### src/rtl/if_fetch.sv
// Instruction fetch: owns the PC, fetches over req/ack, presents one instruction to IF/ID.
// Latency: >= 2 cycles/instr (FETCH+HOLD); stallreq_if high while a fetch is outstanding; stall[0] holds HOLD.
module if_fetch #(
    parameter logic [31:0] RESET_PC = 32'h0000_0000,
    parameter logic [31:0] PC_STEP  = 32'd4
) (
    input  logic        clk,
    input  logic        rst,
    input  logic [5:0]  stall,
    input  logic        flush,
    input  logic [31:0] new_pc,
    input  logic        branch_flag_i,
    input  logic [31:0] branch_target_i,
    output logic        imem_req,
    output logic [31:0] imem_addr,
    input  logic        imem_ack,
    input  logic [31:0] imem_rdata,
    output logic [31:0] if_pc,
    output logic [31:0] if_inst,
    output logic        stallreq_if
);

    typedef enum logic [1:0] {S_IDLE, S_FETCH, S_HOLD, S_DRAIN} state_t;

    state_t      r_state;
    logic [31:0] r_pc;
    logic        r_pending_br;
    logic [31:0] r_br_pc;
    logic [31:0] r_redir_pc;
    logic [31:0] r_pc_q;
    logic [31:0] r_inst_q;

    state_t      w_state_nxt;
    logic [31:0] w_pc_nxt;
    logic        w_pending_br_nxt;
    logic [31:0] w_br_pc_nxt;
    logic [31:0] w_redir_pc_nxt;
    logic [31:0] w_pc_q_nxt;
    logic [31:0] w_inst_q_nxt;
    logic        w_hold_adv;
    logic        w_unused;

    // Only the PC/IF stall bit matters here; later-stage bits are handled elsewhere.
    assign w_unused   = ^stall[5:1];
    assign w_hold_adv = (r_state == S_HOLD) && !stall[0] && !flush;

    always_ff @(posedge clk or negedge rst) begin
        if (!rst) begin
            r_state      <= S_IDLE;
            r_pc         <= RESET_PC;
            r_pending_br <= 1'b0;
            r_br_pc      <= 32'h0;
            r_redir_pc   <= 32'h0;
            r_pc_q       <= 32'h0;
            r_inst_q     <= 32'h0;
        end else begin
            r_state      <= w_state_nxt;
            r_pc         <= w_pc_nxt;
            r_pending_br <= w_pending_br_nxt;
            r_br_pc      <= w_br_pc_nxt;
            r_redir_pc   <= w_redir_pc_nxt;
            r_pc_q       <= w_pc_q_nxt;
            r_inst_q     <= w_inst_q_nxt;
        end
    end

    always_comb begin
        w_state_nxt      = r_state;
        w_pc_nxt         = r_pc;
        w_pending_br_nxt = r_pending_br;
        w_br_pc_nxt      = r_br_pc;
        w_redir_pc_nxt   = r_redir_pc;
        w_pc_q_nxt       = r_pc_q;
        w_inst_q_nxt     = r_inst_q;

        case (r_state)
            S_IDLE: begin
                w_state_nxt = S_FETCH;
                if (flush) w_pc_nxt = new_pc;
            end
            S_FETCH: begin
                if (flush) begin
                    // With ack the fetched word is stale: refetch from the handler directly.
                    if (imem_ack) begin
                        w_pc_nxt = new_pc;
                    end else begin
                        w_redir_pc_nxt = new_pc;
                        w_state_nxt    = S_DRAIN;
                    end
                end else if (imem_ack) begin
                    w_pc_q_nxt   = r_pc;
                    w_inst_q_nxt = imem_rdata;
                    w_state_nxt  = S_HOLD;
                end
            end
            S_HOLD: begin
                if (flush) begin
                    w_pc_nxt    = new_pc;
                    w_state_nxt = S_FETCH;
                end else if (!stall[0]) begin
                    if (branch_flag_i)     w_pc_nxt = branch_target_i;
                    else if (r_pending_br) w_pc_nxt = r_br_pc;
                    else                   w_pc_nxt = r_pc_q + PC_STEP;
                    w_state_nxt = S_FETCH;
                end
            end
            S_DRAIN: begin
                // Memory cannot abort a request, so keep the old address up until ack.
                if (flush) w_redir_pc_nxt = new_pc;
                if (imem_ack) begin
                    w_pc_nxt    = flush ? new_pc : r_redir_pc;
                    w_state_nxt = S_FETCH;
                end
            end
            default: w_state_nxt = S_IDLE;
        endcase

        if (flush || w_hold_adv) begin
            w_pending_br_nxt = 1'b0;
        end else if (branch_flag_i) begin
            w_pending_br_nxt = 1'b1;
            w_br_pc_nxt      = branch_target_i;
        end
    end

    always_comb begin
        imem_req    = 1'b0;
        imem_addr   = 32'h0;
        if_pc       = 32'h0;
        if_inst     = 32'h0;
        stallreq_if = 1'b0;
        case (r_state)
            S_FETCH, S_DRAIN: begin
                imem_req    = 1'b1;
                imem_addr   = r_pc;
                stallreq_if = 1'b1;
            end
            S_HOLD: begin
                if_pc   = r_pc_q;
                if_inst = r_inst_q;
            end
            default: ;
        endcase
    end

endmodule

### config.mk
export PLATFORM = sky130hd
export DESIGN_NAME = if_fetch
export DESIGN_NICKNAME = d
export VERILOG_FILES = /design/src/rtl/if_fetch.sv
export SDC_FILE = /design/constraint.sdc
export NUM_CORES = 1
export LEC_CHECK = 0
export BUFFER_PORTS_ARGS = -buffer_cell sky130_fd_sc_hd__clkbuf_2
export CAP_MARGIN = 40
export CORE_ASPECT_RATIO = 2
export CORE_UTILIZATION = 35
export DETAILED_ROUTE_END_ITERATION = 7
export PLACE_DENSITY = 0.58
export SETUP_SLACK_MARGIN = 0.15
export SLEW_MARGIN = 10
export SYNTH_ARGS = -nofsm -noshare
export SYNTH_HDL_FRONTEND = slang
export SYNTH_SLANG_ARGS = --single-unit
### constraint.sdc
create_clock -name clk -period 5.29 [get_ports clk]
set_input_delay 0.2645 -clock clk [delete_from_list [all_inputs] [get_ports clk]]
set_output_delay 0.2645 -clock clk [all_outputs]
set_load 0.05 [all_outputs]
Word level (Yosys, flattened, before mapping) --
Cells that the tools add are included.
Word-level totals: register bits 163, memories kept 0, ROM bits 0, bits of input ports 107, output and inout bits 98, memory bits (writable) 0, logic and storage cells 61, bits in latches 0
Operators by class: $lt $le $gt $ge 0, reductions and logical operators 14, div/mod/pow operators 0, $mul 0, shifts and indexed selects 0, add/sub/neg operators 1, eq/ne operators 11, multiplexer cells 26, bitwise gates (word level) 2
Operators by type and width (number):
- two-way mux 32 bit | 14
- case mux 32 bit (4 select lines) | 1
- case mux 32 bit (2 select lines) | 1
- adder 32 x 3 -> 32 bit (second input constant) | 1
- two-way mux 2 bit | 6
- inequality test 2 bit (second input constant) | 5
- inequality test 3 bit (second input constant) | 3
- case mux 2 bit (4 select lines) | 1
- AND reduction 3 bit | 2
- AND reduction 5 bit | 1
- equality test 2 bit (second input constant) | 2
- AND reduction 4 bit | 1
- nonzero test 2 bit | 2
- two-way mux 1 bit | 3
- equality test 2 x 1 -> 1 bit (second input constant) | 1
- logical AND 1 bit | 2
- zero test 1 bit | 2
- zero test 2 bit | 1
- inverter 1 bit | 2
- AND reduction 2 bit | 1
- OR reduction 2 bit | 1
- logical OR 1 bit | 1

Depth between registers and ports, before layout --
Gate-level depths: netlist of run 1.
depth in word-level cells 6, gate-level depth with buffers 8, depth with buffers taken out 6

Worst setup path before layout of run 1 --
Ideal clock, no wire load.
path type register -> register, from reg r_pc_q[2], to reg r_pc[28], setup slack 3.201 ns, data required time 5.151 ns, stages on the path, launching flop included 8, setup time 0.139 ns, arrival time 1.951 ns, path buffers 1, period minus slack after synthesis 2.089 ns, path through dfrtp_1 ha_1 inv_1 or4_1 clkbuf_1 o31a_1 o2111ai_1 a21oi_1
On the way: longest elaborated chain between the ends 6
RTL lines:
- from (decl) | line 30 | logic [31:0] r_pc_q;
- from (signal assigned) | line 62 | r_pc_q <= w_pc_q_nxt;
- adder 32 x 3 -> 32 bit | line 103 | else w_pc_nxt = r_pc_q + PC_STEP;
- two-way mux 32 bit | line 102 | else if (r_pending_br) w_pc_nxt = r_br_pc;
- two-way mux 32 bit | line 101 | if (branch_flag_i) w_pc_nxt = branch_target_i;
- two-way mux 32 bit | line 100 | end else if (!stall[0]) begin
- two-way mux 32 bit | line 97 | if (flush) begin
- case mux 32 bit (4 select lines) | line 76 | case (r_state)
- to (signal assigned) | line 58 | r_pc <= w_pc_nxt;
- to (decl) | line 26 | logic [31:0] r_pc;
Every way passes these cells. The select of a mux whose other input is x is not followed. A chain may end at the register's enable or synchronous reset.

Worst setup path after layout of run 1 --
from reg r_state[0], to out if_pc[5]
On the way: longest elaborated chain between the ends 2
RTL lines:
- from (decl) | line 25 | state_t r_state;
- from (signal assigned) | line 57 | r_state <= w_state_nxt;
- equality test 2 bit | line 132 | case (r_state)
- two-way mux 32 bit | line 132
- to (decl) | line 18 | output logic [31:0] if_pc,
Every way passes these cells.

==> impl_metrics.toml, run 1 <==
[synth]
synth.largest_area_cell = "sky130_fd_sc_hd__dfrtp_1"
synth-warning-count = 0
dominantRegCellSynth = "sky130_fd_sc_hd__dfrtp_1"
ys_types = 72
seq_area_frac_synth_pct = 46.1
most_area_consuming_cells_after_synthesis = "sky130_fd_sc_hd__dfrtp_1 46%, sky130_fd_sc_hd__mux2_2 15%, sky130_fd_sc_hd__and2_1 6.2%, sky130_fd_sc_hd__o21ai_0 2.7%, sky130_fd_sc_hd__nand2_1 2.4%"
yosys_register_bits = 163
netlist_top_cells_count = "163 x sky130_fd_sc_hd__dfrtp_1, 119 x sky130_fd_sc_hd__mux2_2, 88 x sky130_fd_sc_hd__and2_1, 56 x sky130_fd_sc_hd__nand2_1, 49 x sky130_fd_sc_hd__clkbuf_1"
synthesis.area_um2 = 8840
synth.most_common_cell = "sky130_fd_sc_hd__dfrtp_1"
post_synth_and_or_nand_nor_area_fraction_pct = 17.9
post_synth.cell_area_avg_um2 = 10.3
synth_compound_gate_area_share_pct = 13.2
synth_top_family_by_area = "simple AND/OR/NAND/NOR gates"
count_of_flip_flops_with_a_built_in_enable_after_synthesis = 0
synth_async_sr_flop_share_pct = 100
yosys.area_share.xor_xnor_pct = 1.78
post_synth_inst_count = 856
synthMuxAreaShare_pct = 16.4
synth_top_cell_area_share_pct = 46.1
synth_adder_area_share_pct = 0.142
synth.net_count = 964

[sta]
rsz0062_at_grt = "false"
finalWorstPathRequiredPeriod_ns = 3.26
skew_ns = 0.00799
endpoints_failing_hold = 0
timing.max_slew.rel_slack_pct = 46.8
period_share_pct = 61.7
final_setup_violating_endpoints = 0
tightestPinTransition_ns = 0.798
timing_max_transition_violations_final = 0
final.setup.tns_ns = 0
fmax_mhz = 307

[setup_path]
worst_ep_arrival_ns = 3.00
critical_path.endpoint_type = "primary output"
worstSetupPathType = "register to primary output"
worst-r2r-setup-slack_ns = 2.20
crit-reg2reg-launch = "r_state[0]$_DFFE_PN0P_"
reg2reg_depth = 5
worst_setup_path_start_kind = "register"
r2r-end = "r_br_pc[28]$_DFFE_PN0P_"
worst-path-max-fanout = 43
cp.required_ns = 5.03

[floorplan]
core.rowCount = 81
chipHeight_um = 227
die_w_um = 114
initial_utilization_pct = 35.9
fp.coreArea_um2 = 24600
ioPinCount = 205
die_area_um2 = 25900

[clock_network]
clock_tree.htree_level_count = 4
max-clock-path-buffers = 2
clkLatencyLatePin_ns = 0.44
cts_tree = "built"
cts_root_buffer = "sky130_fd_sc_hd__clkbuf_16"
clock_pin_slew_on_the_worst_setup_and_hold_paths_ns = 0.07
postCtsResizedCells = 0
numCtsBuffers = 17
post_cts.repair.setup_buffers = 0
cts_num_sinks = 163

[power_and_ir_drop]
power.sequential.fraction_pct = 40.3
internal_power_w = 0.00314
post-layout-total-power_w = 0.00497
cellLeakagePower_nw = 4.72
power-per-cell-area_nw_per_um2 = 460
vdd.ir_drop.worst_v = 0.000251
switching_power_summed_over_all_nets_w = 0.00184
comb_power_share_pct = 31.7
sw_frac_of_total_pct = 36.9
share_clk_of_total_power_pct = 28.1

[detailed_routing]
routed_wire_length_per_instance_um = 20.5
routed_via_density = 5.32
route.vias.total = 7282
route.antenna.remaining_nets = 0
routed_wl_um = 28100
drt_first_pass_iters = 4
violation_count_after_the_first_detailed_route_iteration = 433
drc = 0

[cells_and_area]
flow.area_growth_from_synthesis_pct = 22.4
post_route_cells_drive_above_1_share_pct = 38.0
nets = 1131
postLayoutCoreUtil_pct = 43.9

[worst_hold_path]
hold_path.class = "primary input to register"
end_point_of_the_worst_hold_path = "r_inst_q[1]$_DFFE_PN0P_"
hold-path-cell-count = 2
min_from = "imem_rdata[1]"

[flow_run]
max-cap-violations = 0

[global_route]
grt_start_max_net_pins = 86
grt_pass1_vias = 7447
grtUsageTotal_pct = 22.7
grt_first_pass_wirelength_um = 43500
grt_overflow = 0
initial_antenna_violation_count = 2

[placement]
routability_congestion_estimate_from_global_placement = 0.838
dpl.hpwl_um = 19800
port_buffers = 199

[outcome]
run_status = "completed"
[final cells by class]
class | instances | area [um2]
flip-flops and latches | 163 | 4080
fillers | 2439 | 13800
repair buffers | 218 | 1200
clock inverters | 9 | 175
diodes | 2 | 5.00
multi-input cells | 604 | 4390
well taps | 332 | 415
inverters | 19 | 71.3
clock buffers | 22 | 484
[cells by family (layout without fill, tap and decap cells)]
group	after synthesis	after routing
flops	163	163
xor+xnor	18	18
compound gates	171	171
other cells	0	2
simple gates	284	284
fa+ha+maj	1	1
mux	130	130
buf+inv	89	268
[power by group through the flow]
stage / clock network (W) / registers [W] / logic (W)
2_1_floorplan: 0 / 0.00187 / 0.00124
3_3_place_gp: 0 / 0.00201 / 0.00155
3_5_place_dp: 0 / 0.00202 / 0.00158
5_1_grt: 0.00148 / 0.00206 / 0.00170
6_report: 0.00140 / 0.00200 / 0.00157
4_1_cts: 0.00143 / 0.00200 / 0.00158
[per-stage QoR]
| step | cells | worst slack [ns] | instance area (um2) | hold slack, ns |
|---|---|---|---|---|
| after floorplan | 856 | 3.20 | 8840 | -0.0311 |
| after global placement | 1332 | 2.26 | 10100 | 0.394 |
| after detailed placement | 1334 | 2.20 | 10100 | 0.396 |
| after CTS | 1366 | 1.94 | 10800 | 0.0359 |
| after global routing | 1369 | 1.78 | 10800 | 0.0328 |
| final | 1369 | 2.03 | 10800 | 0.0565 |
[sequential cells by signal, indices dropped and copies added (netlist names)]
| register | cells |
|---|---|
| r_br_pc | 32 |
| r_inst_q | 32 |
| r_pending_br | 1 |
| r_pc_q | 32 |
| r_state | 2 |
| r_redir_pc | 32 |
| r_pc | 32 |
[worst max-delay path, stage by stage (launching register included)]
cell and delay [ns]:
sky130_fd_sc_hd__dfrtp_2 0.66, sky130_fd_sc_hd__buf_4 0.37, sky130_fd_sc_hd__nor2b_4 0.49, sky130_fd_sc_hd__buf_4 0.52, sky130_fd_sc_hd__and2_2 0.23, sky130_fd_sc_hd__clkbuf_2 0.27
[routing by layer]
metal	wire length, um	global-route usage (%)
met1	10600	25.3
met5	0	0
met3	1480	4.95
met4	1370	12.4
met2	14700	39.7
[cells in the final DEF (no fill, tap or decap), types with 5 or more instances in the layout]
master,count
sky130_fd_sc_hd__a211oi_1,7
sky130_fd_sc_hd__a21oi_1,26
sky130_fd_sc_hd__a221oi_1,10
sky130_fd_sc_hd__a22oi_1,11
sky130_fd_sc_hd__and2_1,88
sky130_fd_sc_hd__buf_4,15
sky130_fd_sc_hd__bufinv_16,5
sky130_fd_sc_hd__clkbuf_16,17
sky130_fd_sc_hd__clkbuf_2,198
sky130_fd_sc_hd__dfrtp_1,162
sky130_fd_sc_hd__inv_1,19
sky130_fd_sc_hd__mux2_2,119
sky130_fd_sc_hd__mux2i_1,11
sky130_fd_sc_hd__nand2_1,56
sky130_fd_sc_hd__nand2b_1,6
sky130_fd_sc_hd__nand3_1,21
sky130_fd_sc_hd__nor2_1,37
sky130_fd_sc_hd__nor2b_1,5
sky130_fd_sc_hd__nor3_1,24
sky130_fd_sc_hd__nor3_2,6
sky130_fd_sc_hd__nor4_1,5
sky130_fd_sc_hd__o211ai_1,7
sky130_fd_sc_hd__o21ai_0,48
sky130_fd_sc_hd__o22ai_1,11
sky130_fd_sc_hd__or3_1,5
sky130_fd_sc_hd__xnor2_1,14
[worst max-delay path by stage]
| stage | startpoint | end | depth (start not counted) |
|---|---|---|---|
| floorplan | r_pc_q[2]$_DFFE_PN0P_ | r_pc[28]$_DFFE_PN0P_ | 7 |
| global placement | r_state[0]$_DFFE_PN0P_ | r_br_pc[27]$_DFFE_PN0P_ | 5 |
| detailed placement | r_state[0]$_DFFE_PN0P_ | r_br_pc[28]$_DFFE_PN0P_ | 5 |
| CTS | r_state[0]$_DFFE_PN0P_ | if_inst[26] | 5 |
| global route | r_state[0]$_DFFE_PN0P_ | if_pc[5] | 5 |
| finish | r_state[0]$_DFFE_PN0P_ | if_pc[5] | 5 |
[timing repair]
action	in CTS	in global routing
hold buffers	1	0
setup endpoints to repair	0	0
endpoints found under the hold margin	83	0
(Power assumes the default switching activity.)
==> run 2, diff against run 1 <==
--- a/config.mk
+++ b/config.mk
@@ -5,12 +5,13 @@
 export SDC_FILE = /design/constraint.sdc
 export NUM_CORES = 1
 export LEC_CHECK = 0
+export ABC_AREA = 1
 export BUFFER_PORTS_ARGS = -buffer_cell sky130_fd_sc_hd__clkbuf_2
 export CAP_MARGIN = 40
 export CORE_ASPECT_RATIO = 2
 export CORE_UTILIZATION = 35
 export DETAILED_ROUTE_END_ITERATION = 7
-export PLACE_DENSITY = 0.58
+export PLACE_DENSITY = 0.59
 export SETUP_SLACK_MARGIN = 0.15
 export SLEW_MARGIN = 10
 export SYNTH_ARGS = -nofsm -noshare
==> constraint.sdc (replaced) <==
create_clock -name clk -period 3 [get_ports clk]
set_input_delay 0.15 -clock clk [delete_from_list [all_inputs] [get_ports clk]]
set_output_delay 0.15 -clock clk [all_outputs]
set_load 0.05 [all_outputs]
==> run 2 against run 1 <==
  * Cell area up 11%
  * Wire length up 13%
  * First-iteration DRC count up 15%
  * Sequential power up 85%
  * Clock skew about the same
  * Clock power up 62%
  * Critical path depth up 2
  * Worst hold slack worse by 0.055 ns
  * Die area up 6.9%
  * Critical path type is now register to register
  * Combinational power rose to 2.5 times the previous value
==> impl_metrics.toml, run 2 <==
[global_route]
grt_overflow = 0
grt_first_pass_wirelength_um = 49900
grt_pass1_vias = 9154
initial_antenna_violation_count = 0
grt_start_max_net_pins = 77
grtUsageTotal_pct = 23.6

[placement]
routability_congestion_estimate_from_global_placement = 0.979
dpl.cell_count = 1842
port_buffers = 199
dpl.hpwl_um = 22900

[synth]
synth.largest_area_cell = "sky130_fd_sc_hd__dfrtp_1"
dominantRegCellSynth = "sky130_fd_sc_hd__dfrtp_1"
most_area_consuming_cells_after_synthesis = "sky130_fd_sc_hd__dfrtp_1 43%, sky130_fd_sc_hd__nand2_1 14%, sky130_fd_sc_hd__nor2_1 10%, sky130_fd_sc_hd__o21ai_0 5.8%, sky130_fd_sc_hd__a21oi_1 5.2%"
netlist_top_cells_count = "349 x sky130_fd_sc_hd__nand2_1, 262 x sky130_fd_sc_hd__nor2_1, 163 x sky130_fd_sc_hd__dfrtp_1, 129 x sky130_fd_sc_hd__inv_1, 109 x sky130_fd_sc_hd__o21ai_0"
synthesis.area_um2 = 9460
post_synth_inst_count = 1355
synth.net_count = 1463
synth_top_cell_area_share_pct = 43.1
seq_area_frac_synth_pct = 43.1
count_of_flip_flops_with_a_built_in_enable_after_synthesis = 0
synth-warning-count = 0
ys_types = 37
post_synth.cell_area_avg_um2 = 6.98
synth_async_sr_flop_share_pct = 100
synth.most_common_cell = "sky130_fd_sc_hd__nand2_1"
yosys_register_bits = 163

[cells_and_area]
filler_cell_count = 2693
area_of_the_multi_input_gates_um2 = 4510
fin_cells = 1935
ff_latch_area_um2 = 4080
nets = 1686
mostFrequentLayoutCell = "sky130_fd_sc_hd__nand2_1"
postLayoutCoreUtil_pct = 45.6
post_route_cells_drive_above_1_share_pct = 19.0
flow.area_growth_from_synthesis_pct = 27.1
layout_common_cells = "348 x sky130_fd_sc_hd__nand2_1, 262 x sky130_fd_sc_hd__nor2_1, 198 x sky130_fd_sc_hd__clkbuf_2, 163 x sky130_fd_sc_hd__dfrtp_1, 129 x sky130_fd_sc_hd__inv_1"
antennaDiodeCount = 0

[sta]
endpoints_failing_hold = 0
timing.max_slew.rel_slack_pct = 46.1
timing_max_transition_violations_final = 0
final.setup.tns_ns = 0
tightestPinTransition_ns = 0.809
period_share_pct = 79.0
finalWorstPathRequiredPeriod_ns = 2.37
skew_ns = 0.00763
rsz0062_at_grt = "false"
final_setup_violating_endpoints = 0
fmax_mhz = 422

[floorplan]
initial_utilization_pct = 35.8
core.rowCount = 84
die_w_um = 118
fp.coreArea_um2 = 26400
die_area_um2 = 27700
chipHeight_um = 234
ioPinCount = 205

[detailed_routing]
route.vias.total = 9557
routed_wire_length_per_instance_um = 16.4
route.antenna.remaining_nets = 0
drc = 0
routed_via_density = 4.94
drt_first_pass_iters = 5
drt-met1-wl_um = 12600
highest_layer = "met4"
violation_count_after_the_first_detailed_route_iteration = 496
routed_wl_um = 31700
route.met3.wl_um = 1430
dr_wl_met2_um = 15900

[setup_path]
worst_ep_arrival_ns = 2.70
crit-reg2reg-launch = "r_state[1]$_DFFE_PN0P_"
worst-path-max-fanout = 56
worst_setup_path_start_kind = "register"
cp.required_ns = 3.33
worstSetupEndpoint = "r_pc[8]$_DFFE_PN0P_"
reg2reg_depth = 7
r2r-end = "r_pc[8]$_DFFE_PN0P_"
worst-r2r-setup-slack_ns = 0.63
worstSetupPathType = "register to register"
critical_path.endpoint_type = "register"
worstSetupStartpoint = "r_state[1]$_DFFE_PN0P_"

[clock_network]
clock_pin_slew_on_the_worst_setup_and_hold_paths_ns = 0.07
postCtsResizedCells = 0
clock_tree.htree_level_count = 4
post_cts.repair.setup_buffers = 0
cts_tree = "built"
cts_num_sinks = 163
clkLatencyLatePin_ns = 0.45
max-clock-path-buffers = 2
numCtsBuffers = 17
cts_root_buffer = "sky130_fd_sc_hd__clkbuf_16"

[power_and_ir_drop]
power-per-cell-area_nw_per_um2 = 829
vdd.ir_drop.worst_v = 0.000497
cellLeakagePower_nw = 5.98

[outcome]
run_status = "completed"

[flow_run]
max-cap-violations = 0

[worst_hold_path]
hold_path.class = "primary input to register"
[run 2: cell count changes in the layout (fill, tap and decap cells not counted), sizes merged, moves of 11 or more]
cell	before	now
mux2	119	25
nor2	37	272
o21ai	50	133
a21oi	26	99
dlygate4sd3	1	61
and2	89	0
nand2	56	354
inv	19	135
mux2i	11	0
xnor2	14	0
[run 2: worst min-delay path by stage]
stage	from	to	slack (ns)	depth (start not counted)
after floorplan	rst	r_br_pc[0]$_DFFE_PN0P_	-0.15	0
after global placement	rst	r_redir_pc[3]$_DFFE_PN0P_	0.23	1
final	branch_target_i[11]	r_br_pc[11]$_DFFE_PN0P_	0.001	3
after global routing	branch_target_i[24]	r_br_pc[24]$_DFFE_PN0P_	0.01	2
after detailed placement	rst	r_redir_pc[1]$_DFFE_PN0P_	0.23	1
after CTS	new_pc[14]	r_redir_pc[14]$_DFFE_PN0P_	0.004	3
[run 2: logic make-up after synthesis]
family / synth area share, %
xor+xnor: 0.834
fa+ha+maj: 0.132
compound gates: 15.2
buf+inv: 9.25
mux: 2.98
flops: 43.1
simple gates: 28.5
[run 2: per-layer routing]
layer  global-route usage [%]  vias up
met4                     14.1        0
met5                        0        -
met1                     27.0     4430
met3                     4.05       72
met2                     41.1      312
li1                         -     4743
[run 2: where the power goes]
group | internal, W | switching, W | leakage [nW]
Combinational | 0.00120 | 0.00279 | 3.72
Sequential | 0.00305 | 0.000652 | 1.96
Clock | 0.00133 | 0.000944 | 0.293
[run 2: layout make-up]
type | count | area share, %
multi-input cells | 977 | 37.5
flip-flops and latches | 163 | 33.9
repair buffers | 283 | 15.7
inverters | 136 | 4.26
clock buffers | 19 | 3.69
well taps | 344 | 3.58
clock inverters | 13 | 1.30
[run 2: critical path: stages (launching register included)]
cell,delay (ns)
sky130_fd_sc_hd__dfrtp_1,0.50
sky130_fd_sc_hd__nand2_2,0.11
sky130_fd_sc_hd__buf_4,0.49
sky130_fd_sc_hd__clkinv_1,0.51
sky130_fd_sc_hd__o21ai_0,0.20
sky130_fd_sc_hd__a21oi_1,0.08
sky130_fd_sc_hd__a211oi_1,0.25
sky130_fd_sc_hd__a21oi_1,0.10
[run 2: what timing repair did]
item | in CTS | in global routing
hold buffers | 61 | 0
hold endpoints to repair | 130 | 0
setup endpoints to repair | 0 | 0
[run 2: per-stage QoR]
step | power (W) | instance area, um2 | hold WS [ns] | setup WS, ns
after detailed placement | 0.00765 | 10800 | 0.230 | 0.634
after global routing | 0.0106 | 12000 | 0.0137 | 0.432
after floorplan | 0.00640 | 9460 | -0.146 | 1.06
after global placement | 0.00756 | 10800 | 0.228 | 0.663
after CTS | 0.0100 | 12000 | 0.00416 | 0.623
final | 0.00996 | 12000 | 0.00111 | 0.631
==> run 3, diff against run 2 <==
--- a/config.mk
+++ b/config.mk
@@ -5,13 +5,13 @@
 export SDC_FILE = /design/constraint.sdc
 export NUM_CORES = 1
 export LEC_CHECK = 0
-export ABC_AREA = 1
+export ABC_AREA = 0
 export BUFFER_PORTS_ARGS = -buffer_cell sky130_fd_sc_hd__clkbuf_2
 export CAP_MARGIN = 40
 export CORE_ASPECT_RATIO = 2
 export CORE_UTILIZATION = 35
 export DETAILED_ROUTE_END_ITERATION = 7
-export PLACE_DENSITY = 0.59
+export PLACE_DENSITY = 0.6
 export SETUP_SLACK_MARGIN = 0.15
 export SLEW_MARGIN = 10
 export SYNTH_ARGS = -nofsm -noshare
==> constraint.sdc (replaced) <==
create_clock -name clk -period 1.9 [get_ports clk]
set_input_delay 0.095 -clock clk [delete_from_list [all_inputs] [get_ports clk]]
set_output_delay 0.095 -clock clk [all_outputs]
set_load 0.05 [all_outputs]
==> run 3 against run 2 <==
  * The flow now finishes with violations (setup timing)
  * Critical endpoint is now if_inst[0]
  * Critical path depth shrank 1
  * Sequential share of layout area down 8.1 points
  * Combinational power grew 99%
  * Utilization is 19 points higher
  * Non-clock buffer count grew 175
  * Worst hold slack better by 0.13 ns
  * First-iteration DRC count grew 29%
==> impl_metrics.toml, run 3 (synthesis results as in run 1) <==
[outcome]
run_status = "complete, but fails checks"
violations_in_the_final_reports = "setup timing"

[sta]
period_share_pct = 103
finalWorstPathRequiredPeriod_ns = 1.97
timing.max_slew.rel_slack_pct = 63.1
tightestPinTransition_ns = 0.553
pnr_worst_setup_slack_ns = -0.0662
final_setup_violating_endpoints = 72
skew_ns = 0.0119
endpoints_failing_hold = 0
timing_max_transition_violations_final = 0
fmax_mhz = 509
final.setup.tns_ns = -2.12
rsz0062_at_grt = "true"

[clock_network]
cts_root_buffer = "sky130_fd_sc_hd__clkbuf_16"
max-clock-path-buffers = 2
cts_tree = "built"
clock_pin_slew_on_the_worst_setup_and_hold_paths_ns = 0.07
numCtsBuffers = 17
clkLatencyLatePin_ns = 0.44
cts_num_sinks = 163
clock_tree.htree_level_count = 4

[setup_path]
critical_path.endpoint_type = "primary output"
crit-reg2reg-launch = "r_pc_q[18]$_DFFE_PN0P_"
r2r-end = "r_pc[28]$_DFFE_PN0P_"
cp.required_ns = 1.80
worstSetupPathType = "register to primary output"
worst_ep_arrival_ns = 1.87
worst-path-max-fanout = 8
worst_setup_path_start_kind = "register"
worst-r2r-setup-slack_ns = -0.06
reg2reg_depth = 5

[detailed_routing]
route.vias.total = 9000
violation_count_after_the_first_detailed_route_iteration = 641
route.antenna.remaining_nets = 0
routed_via_density = 5.59
drt_first_pass_iters = 5
routed_wl_um = 37400
routed_wire_length_per_instance_um = 23.2
drc = 0

[worst_hold_path]
end_point_of_the_worst_hold_path = "r_state[1]$_DFFE_PN0P_"
min_from = "imem_ack"
hold-path-cell-count = 3
hold_path.class = "primary input to register"

[global_route]
gr-max-usage-layer = "met2"
grt_pass1_vias = 9055
gr-usage-met1_pct = 27.9
grt_overflow = 0
grt_start_max_net_pins = 48
grt_use_met3_pct = 4.14
grtUsageTotal_pct = 26.0
grt_first_pass_wirelength_um = 50500
initial_antenna_violation_count = 1
use_met2_pct = 46.8

[flow_run]
max-cap-violations = 0

[floorplan]
fp.coreArea_um2 = 24600
die_w_um = 114
die_area_um2 = 25900
core.rowCount = 81
initial_utilization_pct = 35.9
ioPinCount = 205
chipHeight_um = 227

[placement]
routability_congestion_estimate_from_global_placement = 0.835
port_buffers = 199
dp_worst_setup_slack_ns = -0.0529
dpl.hpwl_um = 21400

[cells_and_area]
filler_cell_count = 1772
mostFrequentLayoutCell = "sky130_fd_sc_hd__dfrtp_1"
layout_common_cells = "161 x sky130_fd_sc_hd__dfrtp_1, 100 x sky130_fd_sc_hd__clkbuf_2, 98 x sky130_fd_sc_hd__dlygate4sd3_1, 90 x sky130_fd_sc_hd__mux2_2, 85 x sky130_fd_sc_hd__and2_4"
area_of_the_multi_input_gates_um2 = 5310
post_route_cells_drive_above_1_share_pct = 54.9
ff_latch_area_um2 = 4080
nets = 1373
flow.area_growth_from_synthesis_pct = 78.8

[power_and_ir_drop]
power-per-cell-area_nw_per_um2 = 1080
cellLeakagePower_nw = 6.92
vdd.ir_drop.worst_v = 0.000684
## run 3: changes by cell type in the layout (fill, tap and decap cells not counted), sizes merged, moves of 73 or more
cell / previous run / this run
buf: 24 / 222
inv: 135 / 19
o21ai: 133 / 50
mux2: 25 / 119
nor2: 272 / 37
and2: 0 / 89
nand2: 354 / 56
a21oi: 99 / 26
## run 3: layer usage
| layer | part of all wire [%] | up-vias |
|---|---|---|
| li1 | - | 3907 |
| met1 | 34 | 4470 |
| met2 | 53 | 464 |
| met3 | 5.6 | 159 |
| met4 | 7.3 | 0 |
| met5 | 0 | - |
## run 3: area by class of cell
type | instances | share of cell area (%)
Sequential cell | 163 | 25.8
Tap cell | 332 | 2.63
Timing Repair Buffer | 458 | 33.6
Antenna cell | 1 | 0.0158
Multi-Input combinational cell | 606 | 33.6
Clock buffer | 21 | 2.98
Inverter | 19 | 0.499
Clock inverter | 9 | 0.824
## run 3: critical path, stage by stage, from the launching register on
cell and delay, ns:
sky130_fd_sc_hd__dfrtp_2 0.46, sky130_fd_sc_hd__buf_12 0.15, sky130_fd_sc_hd__nor2b_4 0.14, sky130_fd_sc_hd__buf_12 0.19, sky130_fd_sc_hd__buf_12 0.15, sky130_fd_sc_hd__and2_4 0.16
sky130_fd_sc_hd__clkbuf_16 0.16
## run 3: power breakdown
part	switching [W]	total, W	internal, W
Combinational	0.00392	0.00793	0.00400
Sequential	0.000943	0.00550	0.00455
Clock	0.00146	0.00361	0.00215
Total	0.00633	0.0170	0.0107
## run 3: repair_timing
action,4_1_cts,5_1_grt
setup buffers,16,37
hold endpoints to repair,165,0
hold buffers,98,0
setup endpoints to repair,122,188
gates resized for setup,278,284
cloned,5,18
pin swaps,40,59
## run 3: worst max path at each step
stage	from	to	slack (ns)	cells after the start
floorplan	r_pc_q[4]$_DFFE_PN0P_	r_pc[28]$_DFFE_PN0P_	-0.002	7
global placement	r_state[0]$_DFFE_PN0P_	r_pc[28]$_DFFE_PN0P_	-0.03	5
detailed placement	r_state[0]$_DFFE_PN0P_	r_pc[28]$_DFFE_PN0P_	-0.05	5
CTS	r_pc_q[3]$_DFFE_PN0P_	r_pc[15]$_DFFE_PN0P_	-0.008	6
global route	r_pc_q[2]$_DFFE_PN0P_	r_pc[15]$_DFFE_PN0P_	-0.11	6
finish	r_state[0]$_DFFE_PN0P_	if_inst[0]	-0.07	6
## run 3: through the flow
stage	power (W)	instances	util (%)	instance area, um2	hold WS (ns)
after floorplan	0.00877	856	-	8960	-0.201
after global placement	0.0107	1404	45.5	11200	0.0807
after detailed placement	0.0109	1404	45.5	11200	0.0812
after CTS	0.0153	1553	57.8	14200	0.0824
after global routing	0.0177	1609	64.2	15800	0.149
final	0.0170	1609	64.2	15800	0.132
